**src/rtl/truth_table_sweeper_pkg.sv**
```systemverilog
// Shared types and helpers for the truth-table sweeper: state encoding,
// vector/index sizing, dwell counter width and the first-mismatch finder.
package tt_pkg;

  typedef enum logic [1:0] {
    IDLE  = 2'd0,
    DRIVE = 2'd1,
    DONE  = 2'd2
  } state_e;

  localparam int N_VEC = 8;
  localparam int IDX_W = 3;

  // Width of a counter that must hold 0..dwell-1, never narrower than one bit.
  function automatic int cnt_width(input int dwell);
    if (dwell <= 1) begin
      return 1;
    end else begin
      return $clog2(dwell);
    end
  endfunction

  // Lowest set bit position of a mismatch mask, 0 when the mask is empty.
  function automatic logic [IDX_W-1:0] first_diff(input logic [N_VEC-1:0] diff);
    logic [IDX_W-1:0] pos;
    pos = 3'd0;
    for (int k = N_VEC - 1; k >= 0; k--) begin
      if (diff[k]) begin
        pos = IDX_W'(k);
      end else begin
        pos = pos;
      end
    end
    return pos;
  endfunction

endpackage

```
**src/rtl/truth_table_sweeper_if.sv**
```systemverilog
// Stimulus/capture bundle between the sweeper (slave) and its environment (master).
// The TT_CHECK_EN build adds the pass flag and first-error index.
interface truth_table_sweeper_if;

  logic                     i_start;
  logic                     i_y;
  logic                     o_a;
  logic                     o_b;
  logic                     o_c;
  logic [tt_pkg::IDX_W-1:0] o_idx;
  logic [tt_pkg::N_VEC-1:0] o_table;
  logic                     o_busy;
  logic                     o_done;
`ifdef TT_CHECK_EN
  logic                     o_pass;
  logic [tt_pkg::IDX_W-1:0] o_err_idx;

  modport slave (
    input  i_start, i_y,
    output o_a, o_b, o_c, o_idx, o_table, o_busy, o_done, o_pass, o_err_idx
  );

  modport master (
    output i_start, i_y,
    input  o_a, o_b, o_c, o_idx, o_table, o_busy, o_done, o_pass, o_err_idx
  );
`else
  modport slave (
    input  i_start, i_y,
    output o_a, o_b, o_c, o_idx, o_table, o_busy, o_done
  );

  modport master (
    output i_start, i_y,
    input  o_a, o_b, o_c, o_idx, o_table, o_busy, o_done
  );
`endif

endinterface

```
**src/rtl/truth_table_sweeper_dwell_timer.sv**
```systemverilog
// Dwell timer: counts cycles while enabled and flags the last cycle of each
// DWELL-cycle hold, then wraps to zero.
module tt_dwell_timer
  import tt_pkg::*;
#(
  parameter int DWELL = 10
) (
  input  logic i_clk,
  input  logic i_rst,
  input  logic i_clear,
  input  logic i_en,
  output logic o_tick
);

  localparam int              CNT_W    = cnt_width(DWELL);
  localparam logic [CNT_W-1:0] CNT_LAST = CNT_W'(DWELL - 1);

  logic [CNT_W-1:0] cnt_r;
  logic             last_s;

  assign last_s = (cnt_r == CNT_LAST);
  assign o_tick = i_en && last_s;

  // Dwell counter: cleared on start, wraps on the terminal count.
  always_ff @(posedge i_clk) begin
    if (i_rst) begin
      cnt_r <= CNT_W'(0);
    end else if (i_clear) begin
      cnt_r <= CNT_W'(0);
    end else if (i_en) begin
      if (last_s) begin
        cnt_r <= CNT_W'(0);
      end else begin
        cnt_r <= cnt_r + CNT_W'(1);
      end
    end else begin
      cnt_r <= cnt_r;
    end
  end

endmodule

```
**src/rtl/truth_table_sweeper.sv**
```systemverilog
// Truth-table sweeper: drives all 8 {a,b,c} vectors for DWELL cycles each and
// captures y into o_table. Define TT_CHECK_EN to add the EXPECTED compare.
module truth_table_sweeper
  import tt_pkg::*;
#(
  parameter int DWELL = 10
`ifdef TT_CHECK_EN
  , parameter logic [N_VEC-1:0] EXPECTED = 8'h00
`endif
) (
  input logic                  i_clk,
  input logic                  i_rst,
  truth_table_sweeper_if.slave bus
);

  state_e           state_r;
  state_e           state_nxt_s;
  logic [IDX_W-1:0] idx_r;
  logic [N_VEC-1:0] table_r;
  logic             busy_r;
  logic             done_r;
  logic             tick_s;
  logic             en_s;
  logic             start_ok_s;
  logic             last_vec_s;

  assign en_s       = (state_r == DRIVE);
  assign last_vec_s = (idx_r == IDX_W'(N_VEC - 1));

  // A start is honoured only outside an active sweep.
  always_comb begin
    start_ok_s = 1'b0;
    if (bus.i_start && (state_r != DRIVE)) begin
      start_ok_s = 1'b1;
    end else begin
      start_ok_s = 1'b0;
    end
  end

  tt_dwell_timer #(
    .DWELL (DWELL)
  ) u_timer (
    .i_clk   (i_clk),
    .i_rst   (i_rst),
    .i_clear (start_ok_s),
    .i_en    (en_s),
    .o_tick  (tick_s)
  );

  // State register.
  always_ff @(posedge i_clk) begin
    if (i_rst) begin
      state_r <= IDLE;
    end else begin
      state_r <= state_nxt_s;
    end
  end

  // Next-state logic.
  always_comb begin
    state_nxt_s = state_r;
    case (state_r)
      IDLE: begin
        if (bus.i_start) begin
          state_nxt_s = DRIVE;
        end else begin
          state_nxt_s = IDLE;
        end
      end
      DRIVE: begin
        if (tick_s && last_vec_s) begin
          state_nxt_s = DONE;
        end else begin
          state_nxt_s = DRIVE;
        end
      end
      DONE: begin
        if (bus.i_start) begin
          state_nxt_s = DRIVE;
        end else begin
          state_nxt_s = DONE;
        end
      end
      default: begin
        state_nxt_s = IDLE;
      end
    endcase
  end

  // Vector index, captured table and status flags.
  always_ff @(posedge i_clk) begin
    if (i_rst) begin
      idx_r   <= 3'd0;
      table_r <= 8'h00;
      busy_r  <= 1'b0;
      done_r  <= 1'b0;
    end else begin
      case (state_r)
        IDLE, DONE: begin
          if (bus.i_start) begin
            idx_r   <= 3'd0;
            table_r <= 8'h00;
            busy_r  <= 1'b1;
            done_r  <= 1'b0;
          end else begin
            idx_r   <= 3'd0;
          end
        end
        DRIVE: begin
          if (tick_s) begin
            table_r[idx_r] <= bus.i_y;
            if (last_vec_s) begin
              idx_r  <= 3'd0;
              busy_r <= 1'b0;
              done_r <= 1'b1;
            end else begin
              idx_r  <= idx_r + 3'd1;
            end
          end else begin
            idx_r <= idx_r;
          end
        end
        default: begin
          idx_r   <= 3'd0;
          table_r <= 8'h00;
          busy_r  <= 1'b0;
          done_r  <= 1'b0;
        end
      endcase
    end
  end

  // The vector pins are the index itself; idx is 0 outside DRIVE.
  assign bus.o_a     = idx_r[2];
  assign bus.o_b     = idx_r[1];
  assign bus.o_c     = idx_r[0];
  assign bus.o_idx   = idx_r;
  assign bus.o_table = table_r;
  assign bus.o_busy  = busy_r;
  assign bus.o_done  = done_r;

`ifdef TT_CHECK_EN
  logic [N_VEC-1:0] final_table_s;
  logic             pass_r;
  logic [IDX_W-1:0] err_idx_r;

  // The verdict is taken on the same edge that stores the last sample.
  always_comb begin
    final_table_s        = table_r;
    final_table_s[idx_r] = bus.i_y;
  end

  // Pass flag and first mismatching index.
  always_ff @(posedge i_clk) begin
    if (i_rst) begin
      pass_r    <= 1'b0;
      err_idx_r <= 3'd0;
    end else if (start_ok_s) begin
      pass_r    <= 1'b0;
      err_idx_r <= 3'd0;
    end else if (en_s && tick_s && last_vec_s) begin
      pass_r    <= (final_table_s == EXPECTED);
      err_idx_r <= first_diff(final_table_s ^ EXPECTED);
    end else begin
      pass_r    <= pass_r;
      err_idx_r <= err_idx_r;
    end
  end

  assign bus.o_pass    = pass_r;
  assign bus.o_err_idx = err_idx_r;
`endif

endmodule

```
**src/flat_wrapper.sv**
```systemverilog
// flat-port wrapper written by rule: the top's interface ports become plain ports
module truth_table_sweeper_flat import tt_pkg::*;
#(
  parameter int DWELL = 10

)
  (i_clk, i_rst, bus_i_start, bus_i_y, bus_o_a, bus_o_b, bus_o_c, bus_o_idx, bus_o_table, bus_o_busy, bus_o_done);
  truth_table_sweeper_if bus_i ();
  input logic i_clk;
  input logic i_rst;
  input wire logic [$bits(bus_i.i_start)-1:0] bus_i_start;
  input wire logic [$bits(bus_i.i_y)-1:0] bus_i_y;
  output wire logic [$bits(bus_i.o_a)-1:0] bus_o_a;
  output wire logic [$bits(bus_i.o_b)-1:0] bus_o_b;
  output wire logic [$bits(bus_i.o_c)-1:0] bus_o_c;
  output wire logic [$bits(bus_i.o_idx)-1:0] bus_o_idx;
  output wire logic [$bits(bus_i.o_table)-1:0] bus_o_table;
  output wire logic [$bits(bus_i.o_busy)-1:0] bus_o_busy;
  output wire logic [$bits(bus_i.o_done)-1:0] bus_o_done;
  assign bus_i.i_start = bus_i_start;
  assign bus_i.i_y = bus_i_y;
  assign bus_o_a = bus_i.o_a;
  assign bus_o_b = bus_i.o_b;
  assign bus_o_c = bus_i.o_c;
  assign bus_o_idx = bus_i.o_idx;
  assign bus_o_table = bus_i.o_table;
  assign bus_o_busy = bus_i.o_busy;
  assign bus_o_done = bus_i.o_done;
  truth_table_sweeper #(.DWELL(DWELL)) u_core (.i_clk(i_clk), .i_rst(i_rst), .bus(bus_i));
endmodule
```
**config.mk**
```make
export PLATFORM = sky130hd
export DESIGN_NAME = truth_table_sweeper_flat
export DESIGN_NICKNAME = d
export VERILOG_FILES = /design/src/rtl/truth_table_sweeper_pkg.sv /design/src/rtl/truth_table_sweeper_if.sv /design/src/rtl/truth_table_sweeper_dwell_timer.sv /design/src/rtl/truth_table_sweeper.sv /design/src/flat_wrapper.sv
export SDC_FILE = /design/constraint.sdc
export NUM_CORES = 1
export LEC_CHECK = 0
export BUFFER_PORTS_ARGS = -buffer_cell sky130_fd_sc_hd__buf_4
export CAP_MARGIN = 0
export CORE_MARGIN = 4
export CORE_UTILIZATION = 59
export CTS_BUF_LIST = sky130_fd_sc_hd__clkbuf_4 sky130_fd_sc_hd__clkbuf_8
export DETAILED_ROUTE_END_ITERATION = 10
export GPL_TIMING_DRIVEN = 0
export PLACE_DENSITY = 0.95
export SLEW_MARGIN = 10
export SYNTH_ARGS = -nofsm -noshare
export SYNTH_HDL_FRONTEND = slang
export SYNTH_SLANG_ARGS = --single-unit
```
**constraint.sdc**
```tcl
create_clock -name i_clk -period 3.5 [get_ports i_clk]
set_input_delay 0.35 -clock i_clk [delete_from_list [all_inputs] [get_ports i_clk]]
set_output_delay 0.35 -clock i_clk [all_outputs]
set_load 0.01 [all_outputs]
```
==> impl_metrics.xml <==
<?xml version="1.0" encoding="UTF-8"?>
<metrics>
  <group name="synth">
    <metric name="synth_area_leader" unit="">sky130_fd_sc_hd__dfxtp_1</metric>
    <metric name="syn_avg_cell_area" unit="um^2">8.93</metric>
    <metric name="synth_warnings" unit="">0</metric>
    <metric name="synth-seq-cells" unit="">19</metric>
    <metric name="synth_enable_flop_cells" unit="">0</metric>
    <metric name="top_area_cells_in_the_synthesized_netlist" unit="">sky130_fd_sc_hd__dfxtp_1 42%, sky130_fd_sc_hd__nor2_1 4.5%, sky130_fd_sc_hd__a32o_1 4.4%</metric>
    <metric name="dominantRegCellSynth" unit="">sky130_fd_sc_hd__dfxtp_1</metric>
    <metric name="synthesis.area" unit="um^2">911</metric>
    <metric name="synthCells" unit="">102</metric>
    <metric name="async_reset_ff_share" unit="%">0</metric>
    <metric name="netlist.area_leader.share" unit="%">41.8</metric>
    <metric name="synth_seq_area_share" unit="%">41.8</metric>
    <metric name="synthesis.nets" unit="">108</metric>
    <metric name="yosys.cell_types.count" unit="">32</metric>
  </group>
  <group name="global_routing">
    <metric name="track_usage" unit="%">21.6</metric>
    <metric name="grt_overflow_total" unit="">0</metric>
    <metric name="grt_pass1_vias" unit="">819</metric>
    <metric name="grt_start_max_net_pins" unit="">13</metric>
    <metric name="initial_antenna_violation_count" unit="">0</metric>
    <metric name="grt_first_pass_wirelength" unit="um">3380</metric>
  </group>
  <group name="detailed_routing">
    <metric name="drt_iter0_drc" unit="">46</metric>
    <metric name="vias" unit="">875</metric>
    <metric name="detailed_routing_iteration_count_for_the_pre_antenna_repair_pass" unit="">4</metric>
    <metric name="drc_errors" unit="">0</metric>
    <metric name="route.final.wire_length" unit="um">2170</metric>
    <metric name="detail_route.vias_per_cell" unit="">6.25</metric>
    <metric name="final_antenna_net_count" unit="">0</metric>
    <metric name="wl_per_cell" unit="um">15.5</metric>
  </group>
  <group name="timing">
    <metric name="period_needed" unit="ns">1.62</metric>
    <metric name="final-max-slew-violation-count" unit="">0</metric>
    <metric name="report.final.setup_viol" unit="">0</metric>
    <metric name="slew_worst_pin" unit="ns">0.797</metric>
    <metric name="final-hold-violation-count" unit="">0</metric>
    <metric name="final_setup_skew" unit="ns">0.00222</metric>
    <metric name="period_utilization" unit="%">46.3</metric>
    <metric name="timing.fmax" unit="MHz">618</metric>
    <metric name="timing.setup.tns" unit="ns">0</metric>
    <metric name="max-slew-margin-rel" unit="%">46.2</metric>
    <metric name="rsz_0062_raised_after_global_routing" unit="">false</metric>
  </group>
  <group name="min_path">
    <metric name="hold_path.class" unit="">in2reg</metric>
    <metric name="hold_depth" unit="">2</metric>
  </group>
  <group name="critical_path">
    <metric name="reg2regPathDepth" unit="">4</metric>
    <metric name="worstSetupPathType" unit="">reg2reg</metric>
    <metric name="setup.worst_path.start_class" unit="">flip-flop</metric>
    <metric name="worst-path-max-fanout" unit="">7</metric>
    <metric name="critical_path_arrival" unit="ns">1.79</metric>
    <metric name="crit_path_end_kind" unit="">flip-flop</metric>
    <metric name="required" unit="ns">3.67</metric>
  </group>
  <group name="placed_design">
    <metric name="buffer_ports.inserted" unit="">19</metric>
    <metric name="gp_congestion" unit="">0.759</metric>
    <metric name="placedInstanceArea" unit="um^2">1070</metric>
    <metric name="place_hpwl" unit="um">1570</metric>
  </group>
  <group name="floorplan">
    <metric name="dieHeight" unit="um">47.3</metric>
    <metric name="start_util" unit="%">65.9</metric>
    <metric name="top_level_ports" unit="">20</metric>
    <metric name="rows" unit="">13</metric>
    <metric name="fp.dieW" unit="um">47.3</metric>
    <metric name="design.die.area" unit="um^2">2240</metric>
    <metric name="coreArea" unit="um^2">1380</metric>
  </group>
  <group name="final_layout">
    <metric name="layout-drive-gt1-share" unit="%">24.0</metric>
    <metric name="final_design_area_no_fill" unit="um^2">1100</metric>
    <metric name="synthToLayoutAreaGrowth" unit="%">21.0</metric>
    <metric name="num_antenna_cells" unit="">0</metric>
    <metric name="final_net_count" unit="">132</metric>
  </group>
  <group name="clock_network">
    <metric name="worst_skew_pair.late_latency" unit="ns">0.30</metric>
    <metric name="post-cts-setup-buffer-count" unit="">0</metric>
    <metric name="clk_path_buf_depth" unit="">2</metric>
    <metric name="tritoncts_num_sinks" unit="">19</metric>
    <metric name="cts_inserted_buffers" unit="">3</metric>
    <metric name="clk_transition_reported_paths" unit="ns">0.10</metric>
    <metric name="cts-htree-levels" unit="">1</metric>
    <metric name="cts_resized" unit="">0</metric>
    <metric name="clk_root_buffer_cell" unit="">sky130_fd_sc_hd__clkbuf_4</metric>
    <metric name="cts_tree" unit="">done</metric>
    <metric name="ctsHoldBuffers" unit="">0</metric>
  </group>
  <group name="pwr">
    <metric name="power.density_cell_area" unit="nW/um^2">333</metric>
    <metric name="p_leak" unit="nW">0.460</metric>
    <metric name="ir_drop" unit="mV">0.234</metric>
    <metric name="design_power_total" unit="W">0.000367</metric>
  </group>
  <group name="job">
    <metric name="number_of_maximum_capacitance_violations" unit="">0</metric>
  </group>
  <group name="run_status">
    <metric name="outcome" unit="">finished, final reports clean</metric>
  </group>
</metrics>
-- per-layer routing --
| metal | share of wire [%] | track usage (%) | vias up |
|---|---|---|---|
| met5 | 0 | 0 | - |
| met1 | 40 | 24.7 | 398 |
| li1 | - | - | 417 |
| met4 | 5.5 | 12.2 | 0 |
| met3 | 7.5 | 4.21 | 14 |
| met2 | 47 | 36.9 | 46 |
-- sequential cells by signal, indices dropped and copies added (netlist names) --
register,cells
u_core.bus.o_busy,1
u_core.bus.o_table,8
u_core.bus.o_idx,3
u_core.state_r,2
u_core.u_timer.cnt_r,4
u_core.bus.o_done,1
-- power breakdown --
| group | internal [W] | leakage, nW | switching, W |
|---|---|---|---|
| registers | 0.000219 | 0.154 | 0.00000463 |
| clock network | 0.0000522 | 0.0184 | 0.0000654 |
| logic | 0.00000949 | 0.288 | 0.0000158 |
-- cells by family after synthesis --
logic type      share of synthesized area, %
compound gates                          26.2
buf+inv                                 6.73
mux                                     2.20
simple gates                            20.3
fa+ha+maj                               2.75
flops                                   41.8
-- cell usage after synthesis (all sizes together), types with 2 or more instances --
cell	number
clkbuf	2
a21oi	6
inv	4
mux2i	2
dfxtp	19
a211oi	3
nor3	4
and2b	4
o311ai	2
a31oi	2
o21ai	7
buf	5
nor2b	2
a32o	4
o211ai	3
nand2b	3
nor2	11
ha	2
nand2	8
-- final cells by class --
class,count,area [um^2]
buffer,7,46.3
clock buffer,4,30.0
fill,100,280
inverter,4,15.0
multi-input combinational,72,469
sequential,19,380
tap,15,18.8
timing repair buffer,19,143
-- placed cells by master, fill, tap and decap left out, types with 3 or more instances in the layout --
master,count
sky130_fd_sc_hd__a32o_1,4
sky130_fd_sc_hd__clkbuf_4,4
sky130_fd_sc_hd__nand2_1,8
sky130_fd_sc_hd__buf_4,22
sky130_fd_sc_hd__o21ai_0,7
sky130_fd_sc_hd__inv_1,4
sky130_fd_sc_hd__nand2b_1,3
sky130_fd_sc_hd__and2b_1,4
sky130_fd_sc_hd__nor2_1,11
sky130_fd_sc_hd__nor3_1,4
sky130_fd_sc_hd__a21oi_1,6
sky130_fd_sc_hd__dfxtp_1,19
sky130_fd_sc_hd__o211ai_1,3
-- through the flow --
step	cells	util, %	hold slack, ns	setup WS (ns)
after detailed placement	136	77.6	0.473	1.89
after floorplan	102	-	0.429	2.15
after global routing	140	79.7	0.284	1.77
final	140	79.7	0.278	1.88
after CTS	140	79.7	0.279	1.89
after global placement	136	77.6	0.468	1.91
-- final timing paths --
path         slack, ns                                  from                              endpoint
max               1.88  u_core.u_timer.cnt_r[1]$_SDFFE_PP0P_    u_core.bus.o_table[0]$_SDFFE_PP0P_
min               0.28                                 i_rst  u_core.u_timer.cnt_r[3]$_SDFFE_PP0P_
max reg2reg       1.88  u_core.u_timer.cnt_r[1]$_SDFFE_PP0P_    u_core.bus.o_table[0]$_SDFFE_PP0P_
min reg2reg       0.49        u_core.bus.o_done$_SDFFE_PP0P_        u_core.bus.o_done$_SDFFE_PP0P_
-- worst max-delay path: stages, from the launching register on --
cell and delay (ns):
sky130_fd_sc_hd__dfxtp_1 0.38, sky130_fd_sc_hd__and4bb_1 0.34, sky130_fd_sc_hd__o311ai_0 0.28, sky130_fd_sc_hd__o311ai_1 0.36
sky130_fd_sc_hd__o31ai_1 0.14
Note: power is estimated with default switching activity, not from simulation.
